## src/rtl/gb_apu_pkg.sv

```systemverilog
// Shared types and step-decode masks for the APU frame sequencer.
// Build option: FS_EXT_DIV_EN (external DIV tap instead of internal prescaler).
package gb_apu_pkg;

  typedef logic [2:0] fs_step_t;

  localparam int FS_NUM_STEPS = 8;

  // Bit n set means the pulse fires when step n executes.
  localparam logic [7:0] FS_LEN_MASK   = 8'b0101_0101;
  localparam logic [7:0] FS_SWEEP_MASK = 8'b0100_0100;
  localparam logic [7:0] FS_ENV_MASK   = 8'b1000_0000;

  function automatic fs_step_t fs_next_step(input fs_step_t s);
    return fs_step_t'((int'(s) + 1) % FS_NUM_STEPS);
  endfunction

endpackage

```

## src/rtl/gb_frame_sequencer_if.sv

```systemverilog
// Control inputs and step pulses of the frame sequencer.
// Build option: FS_EXT_DIV_EN adds the div_bit tap.
interface gb_frame_sequencer_if;
  import gb_apu_pkg::*;

  logic     apu_enable;
  logic     div_reset;
`ifdef FS_EXT_DIV_EN
  logic     div_bit;
`endif
  logic     clk_length_ctr;
  logic     clk_sweep;
  logic     clk_vol_env;
  fs_step_t step;

`ifdef FS_EXT_DIV_EN
  modport master (output apu_enable, div_reset, div_bit,
                  input  clk_length_ctr, clk_sweep, clk_vol_env, step);
  modport slave  (input  apu_enable, div_reset, div_bit,
                  output clk_length_ctr, clk_sweep, clk_vol_env, step);
`else
  modport master (output apu_enable, div_reset,
                  input  clk_length_ctr, clk_sweep, clk_vol_env, step);
  modport slave  (input  apu_enable, div_reset,
                  output clk_length_ctr, clk_sweep, clk_vol_env, step);
`endif

endinterface

```

## src/rtl/gb_fs_prescaler.sv

```systemverilog
// Step-tick source: falling edge of the prescaler MSB (or of an external
// DIV tap when FS_EXT_DIV_EN is defined). tick is combinational and is
// high in the cycle before the edge at which the step executes.
module gb_fs_prescaler #(
  parameter int DIV_WIDTH = 13
) (
  input  logic clk,
  input  logic reset,
`ifdef FS_EXT_DIV_EN
  input  logic div_bit,
`else
  input  logic div_reset,
`endif
  output logic tick
);

`ifdef FS_EXT_DIV_EN
  logic div_bit_q, div_bit_d;

  // Edge history of the external tap.
  always_comb div_bit_d = div_bit;

  // Tap history register.
  always_ff @(posedge clk or negedge reset) begin
    if (!reset) div_bit_q <= 1'b0;
    else        div_bit_q <= div_bit_d;
  end

  // Falling edge: registered 1, sampled 0.
  always_comb tick = div_bit_q & ~div_bit;
`else
  localparam logic [DIV_WIDTH-1:0] PRESC_ONE = {{(DIV_WIDTH-1){1'b0}}, 1'b1};

  logic [DIV_WIDTH-1:0] presc_q, presc_d;

  // Free-running count; a DIV write clears it, which may itself cause a tick.
  always_comb presc_d = div_reset ? '0 : presc_q + PRESC_ONE;

  // Prescaler register.
  always_ff @(posedge clk or negedge reset) begin
    if (!reset) presc_q <= '0;
    else        presc_q <= presc_d;
  end

  // MSB 1->0 across this edge; wrap and clear coincide into a single tick.
  always_comb tick = presc_q[DIV_WIDTH-1] & ~presc_d[DIV_WIDTH-1];
`endif

endmodule

```

## src/rtl/gb_frame_sequencer.sv

```systemverilog
// Game Boy APU frame sequencer: 8-step cycle producing length (256 Hz),
// sweep (128 Hz) and envelope (64 Hz) one-cycle pulses.
// Build option: FS_EXT_DIV_EN uses an external DIV tap and ignores div_reset.
module gb_frame_sequencer
  import gb_apu_pkg::*;
#(
  parameter int DIV_WIDTH = 13
) (
  input  logic                 clk,
  input  logic                 reset,
  gb_frame_sequencer_if.slave  fs
);

  logic     tick;
  fs_step_t step_q, step_d;
  logic     len_q, len_d;
  logic     sweep_q, sweep_d;
  logic     env_q, env_d;

  gb_fs_prescaler #(.DIV_WIDTH(DIV_WIDTH)) u_presc (
    .clk       (clk),
    .reset     (reset),
`ifdef FS_EXT_DIV_EN
    .div_bit   (fs.div_bit),
`else
    .div_reset (fs.div_reset),
`endif
    .tick      (tick)
  );

  // Decode the current step on a tick, then advance; disabled APU parks at step 0.
  always_comb begin
    step_d  = step_q;
    len_d   = 1'b0;
    sweep_d = 1'b0;
    env_d   = 1'b0;
    if (!fs.apu_enable) begin
      step_d = '0;
    end else if (tick) begin
      len_d   = FS_LEN_MASK[step_q];
      sweep_d = FS_SWEEP_MASK[step_q];
      env_d   = FS_ENV_MASK[step_q];
      step_d  = fs_next_step(step_q);
    end
  end

  // Step and pulse registers.
  always_ff @(posedge clk or negedge reset) begin
    if (!reset) begin
      step_q  <= '0;
      len_q   <= 1'b0;
      sweep_q <= 1'b0;
      env_q   <= 1'b0;
    end else begin
      step_q  <= step_d;
      len_q   <= len_d;
      sweep_q <= sweep_d;
      env_q   <= env_d;
    end
  end

  assign fs.step           = step_q;
  assign fs.clk_length_ctr = len_q;
  assign fs.clk_sweep      = sweep_q;
  assign fs.clk_vol_env    = env_q;

endmodule

```

## src/flat_wrapper.sv

```systemverilog
// flat-port wrapper written by rule: the top's interface ports become plain ports
module gb_frame_sequencer_flat import gb_apu_pkg::*;
#(
  parameter int DIV_WIDTH = 13
)
  (clk, reset, fs_apu_enable, fs_div_reset, fs_clk_length_ctr, fs_clk_sweep, fs_clk_vol_env, fs_step);
  gb_frame_sequencer_if fs_i ();
  input  logic clk;
  input  logic reset;
  input wire logic [$bits(fs_i.apu_enable)-1:0] fs_apu_enable;
  input wire logic [$bits(fs_i.div_reset)-1:0] fs_div_reset;
  output wire logic [$bits(fs_i.clk_length_ctr)-1:0] fs_clk_length_ctr;
  output wire logic [$bits(fs_i.clk_sweep)-1:0] fs_clk_sweep;
  output wire logic [$bits(fs_i.clk_vol_env)-1:0] fs_clk_vol_env;
  output wire logic [$bits(fs_i.step)-1:0] fs_step;
  assign fs_i.apu_enable = fs_apu_enable;
  assign fs_i.div_reset = fs_div_reset;
  assign fs_clk_length_ctr = fs_i.clk_length_ctr;
  assign fs_clk_sweep = fs_i.clk_sweep;
  assign fs_clk_vol_env = fs_i.clk_vol_env;
  assign fs_step = fs_i.step;
  gb_frame_sequencer #(.DIV_WIDTH(DIV_WIDTH)) u_core (.clk(clk), .reset(reset), .fs(fs_i));
endmodule
```

## config.mk

```make
export PLATFORM = sky130hd
export DESIGN_NAME = gb_frame_sequencer_flat
export DESIGN_NICKNAME = d
export VERILOG_FILES = /design/src/rtl/gb_apu_pkg.sv /design/src/rtl/gb_frame_sequencer_if.sv /design/src/rtl/gb_fs_prescaler.sv /design/src/rtl/gb_frame_sequencer.sv /design/src/flat_wrapper.sv
export SDC_FILE = /design/constraint.sdc
export NUM_CORES = 1
export LEC_CHECK = 0
export BUFFER_PORTS_ARGS = -buffer_cell sky130_fd_sc_hd__buf_2
export CAP_MARGIN = 20
export CORE_ASPECT_RATIO = 0.6
export CORE_MARGIN = 2
export CORE_UTILIZATION = 30
export CTS_CLUSTER_SIZE = 30
export DETAILED_ROUTE_END_ITERATION = 8
export PLACE_DENSITY = 0.46
export SLEW_MARGIN = 30
export SYNTH_ARGS = -nofsm -noshare
export SYNTH_HDL_FRONTEND = slang
export SYNTH_SLANG_ARGS = --single-unit
```

## constraint.sdc

```tcl
create_clock -name clk -period 2 [get_ports clk]
set_input_delay 0.3 -clock clk [delete_from_list [all_inputs] [get_ports clk]]
set_output_delay 0.3 -clock clk [all_outputs]
set_load 0.1 [all_outputs]
```

==> metrics.md, run 1 <==
| Metric | Value |
|---|---|
| Status | finished clean |
| CTS Hold Buffers Added | 1 |
| Cells after DPL | 136 |
| Die Y-Extent | 46.65 um |
| Primary FF master, synth | dfrtp_1 |
| Worst-path cell chain | ha_1, nand3_1, buf_4, or4_1, a21oi_1 |
| Yosys reg bits | 19 |
| Met3 Wirelength | 135 um |
| Post-Layout Cell Count | 141 |
| Starting density of the core | 31.68% |
| Via-to-Cell Ratio | 4.809 |
| Post-synthesis sequential area ratio | 52.27% |
| # setup viols final | 0 |
| CP Class | register to register |
| Detailed-router iteration count before antenna repair | 4 |
| Compound-cell area share of the yosys netlist | 12.93% |
| Final Net Count | 108 |
| Total chip power | 0.0006861 W |
| CP max-delay cell | or4_1 |
| FP Rows | 15 |
| GRT Overall Usage | 12.25% |
| Post-Synth Adder-Cell Area | 5.502% |
| Largest family of logic cells by synthesized area | simple AND/OR/NAND/NOR gates |
| Critical path endpoint category | register |
| Hold Vio Cnt, Final | 0 |
| H-tree depth | 1 |
| Rel. slew slack | 63.69% |
| Clock latency at the later pin of the worst-skew pair | 0.26 ns |
| Most frequent cells in the layout | dfrtp_1 (19), nand2_1 (9), buf_2 (9), a21oi_1 (8), nor2_1 (5) |
| DR vias | 678 |
| M1 WL | 1082 um |
| Leading cell type in the layout, fill and taps excluded | dfrtp_1 |
| Mux contribution to synthesized area | 3.301% |
| Tcrit/Tclk final | 79.97% |
| Root buf cell | clkbuf_8 |
| Worst EP arrival | 1.78 ns |
| Core footprint | 2872 um^2 |
| Ratio of cells with drive above 1 in the final layout | 17.17% |
| Avg Inst Size Synth | 10.58 um^2 |
| DRT Wirelength | 1889 um |
| Die Area | 3503 um^2 |
| Syn-to-layout area delta | 16.23% |
| WP buf/inv | 1 |
| Initial antenna violation count | 0 |
| Boundary pin count | 10 |
| Reg clk slew, reported paths | 0.07 ns |
| Post-synth EDFFs | 0 |
| Diode count | 0 |
| Clock buffer count from CTS | 3 |
| Die W | 75.09 um |
| Unrepaired setup endpoints after global routing | no |
| Yosys warnings | 0 |
| Max Cap Violations | 0 |
| Hold WC Path Type | input port to register |
| Gpl congestion | 0.7376 |
| Antenna-violating nets left | 0 |
| 1st-iter DRT viols | 49 |
| Remaining DRCs | 0 |
| CTS tree | yes |
| Top Layer Used | met4 |
| Largest net degree at the start of global routing | 20 |
| Vias in the first global route | 578 |
| Critical path's top delay family | simple AND/OR/NAND/NOR gates |
| Synthesized area | 909.6 um^2 |
| CP max stage delay | 0.46 ns |
| Met2 WL | 656 um |
| Ys async rst share | 100.0% |
| Slew Viols, Final | 0 |
| Post-DR wirelength/cell | 13.40 um |
| GRT overflow | 0 |
| Worst Max-Slew Pin Slew | 0.5388 ns |
| CP Data Required Time | 2.18 ns |
| Startpoint Class | register |
| Fin crit period | 1.599 ns |
| Post-cts gate resize count | 0 |
| Simple-Gate Fraction of Synth Area | 19.67% |
| Worst clock skew | 0.001267 ns |
| Sinks on Clock Net | 19 |
| CP Max Fanout | 10 |
| Pwr Density | 648.9 nW/um^2 |
| Final worst setup slack | 0.4006 ns |
| DP Worst Slack | 0.3924 ns |
| Post-CTS Setup Inserts | 0 |
| Port-buffer cells | 9 |
| Peak VDD IR | 0.2162 mV |
| Cell count after synthesis | 86 |
| Synth unique cells | 25 |
| Syn nets | 94 |
| Fmax | 625.2 MHz |
| Leakage power | 0.4733 nW |
| HPWL after detailed placement | 1369 um |
| Clock Tree Buf Depth | 2 |
| First-pass GRT wire length | 3001 um |
| Sum of negative setup slack | 0 ns |
| Post-Synth XOR/XNOR Area | 2.889% |
routing by layer:
layer | vias up | track usage [%]
met5 | - | 0
met4 | 0 | 3.214
met3 | 2 | 6.346
met2 | 16 | 13.16
met1 | 323 | 19.52
li1 | 337 | -
sequential cells by signal (all words and copies together), names as in the netlist:
signal	cells
u_core.fs.clk_length_ctr	1
u_core.fs.step	3
u_core.fs.clk_sweep	1
u_core.fs.clk_vol_env	1
u_core.u_presc.presc_q	13
area by class of cell:
type / instances / area [um^2]
multi-input cells: 61 / 402.9
fillers: 292 / 1814
repair buffers: 12 / 70.07
clock buffers: 4 / 45.04
flip-flops and latches: 19 / 475.5
inverters: 3 / 11.26
well taps: 42 / 52.55
where the power goes:
group	leakage (nW)	switching (W)	internal [W]
Sequential	0.263	0.00000493	0.000389
Clock	0.0228	0.000123	0.000142
Combinational	0.188	0.0000183	0.00000890
Total	0.473	0.000146	0.000540
worst paths after layout:
path | depth (start not counted) | to | start | slack [ns]
max reg2reg | 5 | u_core.u_presc.presc_q[12] | u_core.u_presc.presc_q[0] | 0.40
max in group asynchronous | 2 | u_core.u_presc.presc_q[4] | reset | 1.17
min in group asynchronous | 2 | u_core.u_presc.presc_q[11] | reset | 0.52
max | 5 | u_core.u_presc.presc_q[12] | u_core.u_presc.presc_q[0] | 0.40
min reg2reg | 1 | u_core.u_presc.presc_q[0] | u_core.u_presc.presc_q[0] | 0.48
min | 3 | u_core.fs.step[2] | fs_apu_enable | 0.34
worst min-delay path, delay by kind of cell:
family                 cells  cell delay [ns]
buffers and inverters      1             0.14
muxes                      1             0.06
and+or+nand+nor            1             0.07
kinds of logic (layout without fill, tap and decap cells):
| kind of cell | count (synthesis) | count (layout) |
|---|---|---|
| compound gates | 18 | 18 |
| simple gates | 33 | 33 |
| xor+xnor | 3 | 3 |
| flops | 19 | 19 |
| mux | 3 | 3 |
| buf+inv | 6 | 19 |
| fa+ha+maj | 4 | 4 |
synthesized netlist by cell type, types with 2 or more instances:
cell	number	area (um^2)
ha_1	4	50.05
nand3_1	4	20.02
or4_1	4	30.03
o31ai_1	4	30.03
dfrtp_1	19	475.5
and3_1	2	12.51
nor2_1	5	18.77
nand4_1	2	12.51
or3_1	3	18.77
inv_1	3	11.26
nand2_1	9	33.78
a21oi_1	8	40.04
mux2i_1	3	30.03
o21ai_0	4	20.02
xnor2_1	2	17.52
per-stage QoR:
| stage | util, % | hold slack (ns) | area, um^2 |
|---|---|---|---|
| floorplan | - | 0.004409 | 909.6 |
| global placement | 34.90 | 0.2675 | 1002 |
| detailed placement | 34.90 | 0.2754 | 1002 |
| CTS | 36.82 | 0.3437 | 1057 |
| global route | 36.82 | 0.3621 | 1057 |
| finish | 36.82 | 0.3435 | 1057 |
(Power assumes the default switching activity.)
==> inputs of run 2 (changes only) <==
PLACE_DENSITY = 0.48   (was 0.46)
clock period = 1.4 ns   (was 2 ns; I/O delays follow)
==> run 2 against run 1 <==
Effect of this change: the flow now finishes with violations (negative setup slack); routed wire length increased by 6.5%; power increased by 45%; sequential power increased by 43%; die area unchanged; fmax increased by 12%; setup slack got worse by 0.43 ns; first-iteration DRC count decreased by 55%; sequential share of layout area decreased by 7.7 points; design area increased by 22%; cell count increased by 15%.
==> metrics.md, run 2 (synthesis gave the netlist of run 1 again) <==
| Metric | Value |
|---|---|
| Hold Vio Cnt, Final | 0 (unchanged) |
| Rel. slew slack | 67.89% (+4.2 points) |
| Fin crit period | 1.432 ns (-0.1676 ns) |
| Tcrit/Tclk final | 102.3% (+22 points) |
| Max reg flops | 13 (unchanged) |
| Leakage power | 0.5843 nW (+23%) |
| Min-Delay Startpoint | fs_apu_enable |
| Clock Tree Buf Depth | 2 (unchanged) |
| Reg-to-Reg Start | u_core.u_presc.presc_q[7] |
| Reg clk slew, reported paths | 0.07 ns (about the same) |
| Net Switching | 0.0002146 W (+47%) |
| Critical path endpoint category | register |
| Starting density of the core | 31.68% (unchanged) |
| GRT Overall Usage | 13.17% (+0.92 points) |
| Post-DR wirelength/cell | 12.42 um (-7.3%) |
| H-tree depth | 1 (unchanged) |
| Total chip power | 0.0009972 W (+45%) |
| CP Data Required Time | 1.58 ns (-0.60 ns) |
| Sinks on Clock Net | 19 (unchanged) |
| Hold WC Path Type | input port to register |
| Antenna-violating nets left | 0 (unchanged) |
| Ratio of cells with drive above 1 in the final layout | 40.00% (+23 points) |
| Worst-path cell chain | nand4_4, buf_6, or4_1, a21oi_1 |
| Peak VDD IR | 0.4110 mV (+90%) |
| Area occupied by multi-input gates | 459.2 um^2 (+14%) |
| FP Rows | 15 (unchanged) |
| DRT Wirelength | 2012 um (+6.5%) |
| Violated checks | negative setup slack |
| Pwr Density | 775.3 nW/um^2 (+19%) |
| Switching Fraction | 21.52% (+0.19 points) |
| Fill cells | 288 (-1.4%) |
| Clock latency at the later pin of the worst-skew pair | 0.25 ns (about the same) |
| Die Y-Extent | 46.65 um (unchanged) |
| Biggest register | u_core.u_presc.presc_q |
| HPWL after detailed placement | 1442 um (+5.3%) |
| CP max stage delay | 0.47 ns (about the same) |
| Worst Max-Slew Pin Slew | 0.4850 ns (-0.05375 ns) |
| First-pass GRT wire length | 3256 um (+8.5%) |
| Gpl congestion | 0.7421 (+0.61%) |
| GRT overflow | 0 (unchanged) |
| Boundary pin count | 10 (unchanged) |
| Worst EP arrival | 1.61 ns (-0.17 ns) |
| 1st-iter DRT viols | 22 (-55%) |
| FF/Latch Area | 479.2 um^2 (+0.79%) |
| Die Area | 3503 um^2 (unchanged) |
| Worst setup path startpoint | u_core.u_presc.presc_q[7] |
| Startpoint Class | register |
| Worst clock skew | 0.002856 ns (+0.001589 ns) |
| Root buf cell | clkbuf_8 |
| CP max-delay cell | or4_1 |
| Clock group share of total power | 37.9% (-0.7 points) |
| Core footprint | 2872 um^2 (unchanged) |
| Via-to-Cell Ratio | 4.648 (-3.3%) |
| Unrepaired setup endpoints after global routing | yes |
| Status | finished with violations |
| Slew Viols, Final | 0 (unchanged) |
| Detailed-router iteration count before antenna repair | 4 (unchanged) |
| Syn-to-layout area delta | 41.40% |
| Clock buffer count from CTS | 3 (unchanged) |
| Final Net Count | 129 (+19%) |
| Diode count | 0 (unchanged) |
| Internal power | 0.0007826 W (+45%) |
| DR vias | 753 (+11%) |
| # setup viols final | 4 (+4) |
| Vias in the first global route | 672 (+16%) |
| Final worst setup slack | -0.03186 ns (-0.4324 ns) |
| CP Max Fanout | 7 (-3) |
| Most frequent cells in the layout | buf_4 (20), dfrtp_1 (16), nand2_1 (9), buf_2 (9), a21oi_1 (6) |
| Max Cap Violations | 0 (unchanged) |
| Hold_ws | 0.2553 ns (-0.08826 ns) |
| Logic pwr share | 5.6% (+1.6 points) |
| Initial antenna violation count | 0 (unchanged) |
| Reg power frac | 56.5% (-0.9 points) |
| CP Class | register to register |
| Remaining DRCs | 0 (unchanged) |
| Fmax | 698.4 MHz (+12%) |
| Port-buffer cells | 9 (unchanged) |
| Largest net degree at the start of global routing | 20 (unchanged) |
| Leading cell type in the layout, fill and taps excluded | buf_4 |
| Sum of negative setup slack | -0.1007 ns (-0.1007 ns) |
| Die W | 75.09 um (unchanged) |
| CTS tree | yes |
## run 2: changes by cell type in the layout (fill, tap and decap cells not counted), moves of 2 or more
cell / before / now
a21oi_1: 8 / 6
buf_4: 2 / 20
nand3_1: 4 / 2
a21oi_2: 0 / 2
buf_6: 0 / 3
dfrtp_2: 0 / 3
dfrtp_1: 19 / 16
## run 2: critical path: cells and delay by family, from the launching register on
family	cells	cell delay, ns
buf+inv	1	0.17
flops	1	0.41
simple gates	2	0.65
compound gates	1	0.14
## run 2: layer usage
metal,global-route usage [%],wire length [um],vias to the layer above
li1,-,-,380
met1,20.16,1105,356
met2,16.67,799,15
met3,5.252,96,2
met4,3.214,10,0
met5,0,0,-
## run 2: area by class of cell
cell class	instances	area share (%)
multi-input combinational	61	35.70
timing repair buffer	33	18.58
clock buffer	4	3.502
sequential	19	37.26
inverter	3	0.8755
tap	42	4.086
## run 2: path summary, 6_finish.rpt
check	to	slack, ns	cells past startpoint
worst min-delay path	u_core.fs.step[1]	0.26	3
worst max register to register	u_core.u_presc.presc_q[11]	-0.03	4
max in group asynchronous	u_core.fs.step[0]	0.65	2
min in group asynchronous	u_core.fs.clk_vol_env	0.42	2
worst min register to register	u_core.fs.step[2]	0.58	2
worst max-delay path	u_core.u_presc.presc_q[11]	-0.03	4
## run 2: power groups by stage
stage                     Sequential (W)  Clock (W)  Combinational, W
after floorplan                 0.000572          0         0.0000151
after global placement          0.000571          0         0.0000489
after detailed placement        0.000572          0         0.0000495
after CTS                       0.000563   0.000392         0.0000553
after global routing            0.000564   0.000414         0.0000657
final                           0.000563   0.000378         0.0000562
## run 2: per-stage QoR
step	cells	utilization (%)	setup slack (ns)	area [um^2]
3_5_place_dp	151	39.22	-0.09640	1126
6_report	162	44.79	-0.03186	1286
4_1_cts	160	43.22	-0.01198	1241
2_1_floorplan	86	-	-0.001547	927.1
5_1_grt	162	44.79	-0.09691	1286
3_3_place_gp	151	39.22	-0.05264	1126
## run 2: what timing repair did
action	in CTS	in global routing
hold buffers	1	0
gates resized for setup	4	7
endpoints found under the hold margin	19	0
cloned	0	0
pin swaps	12	4
buffers inserted	5	2
endpoints found under the setup margin	12	13
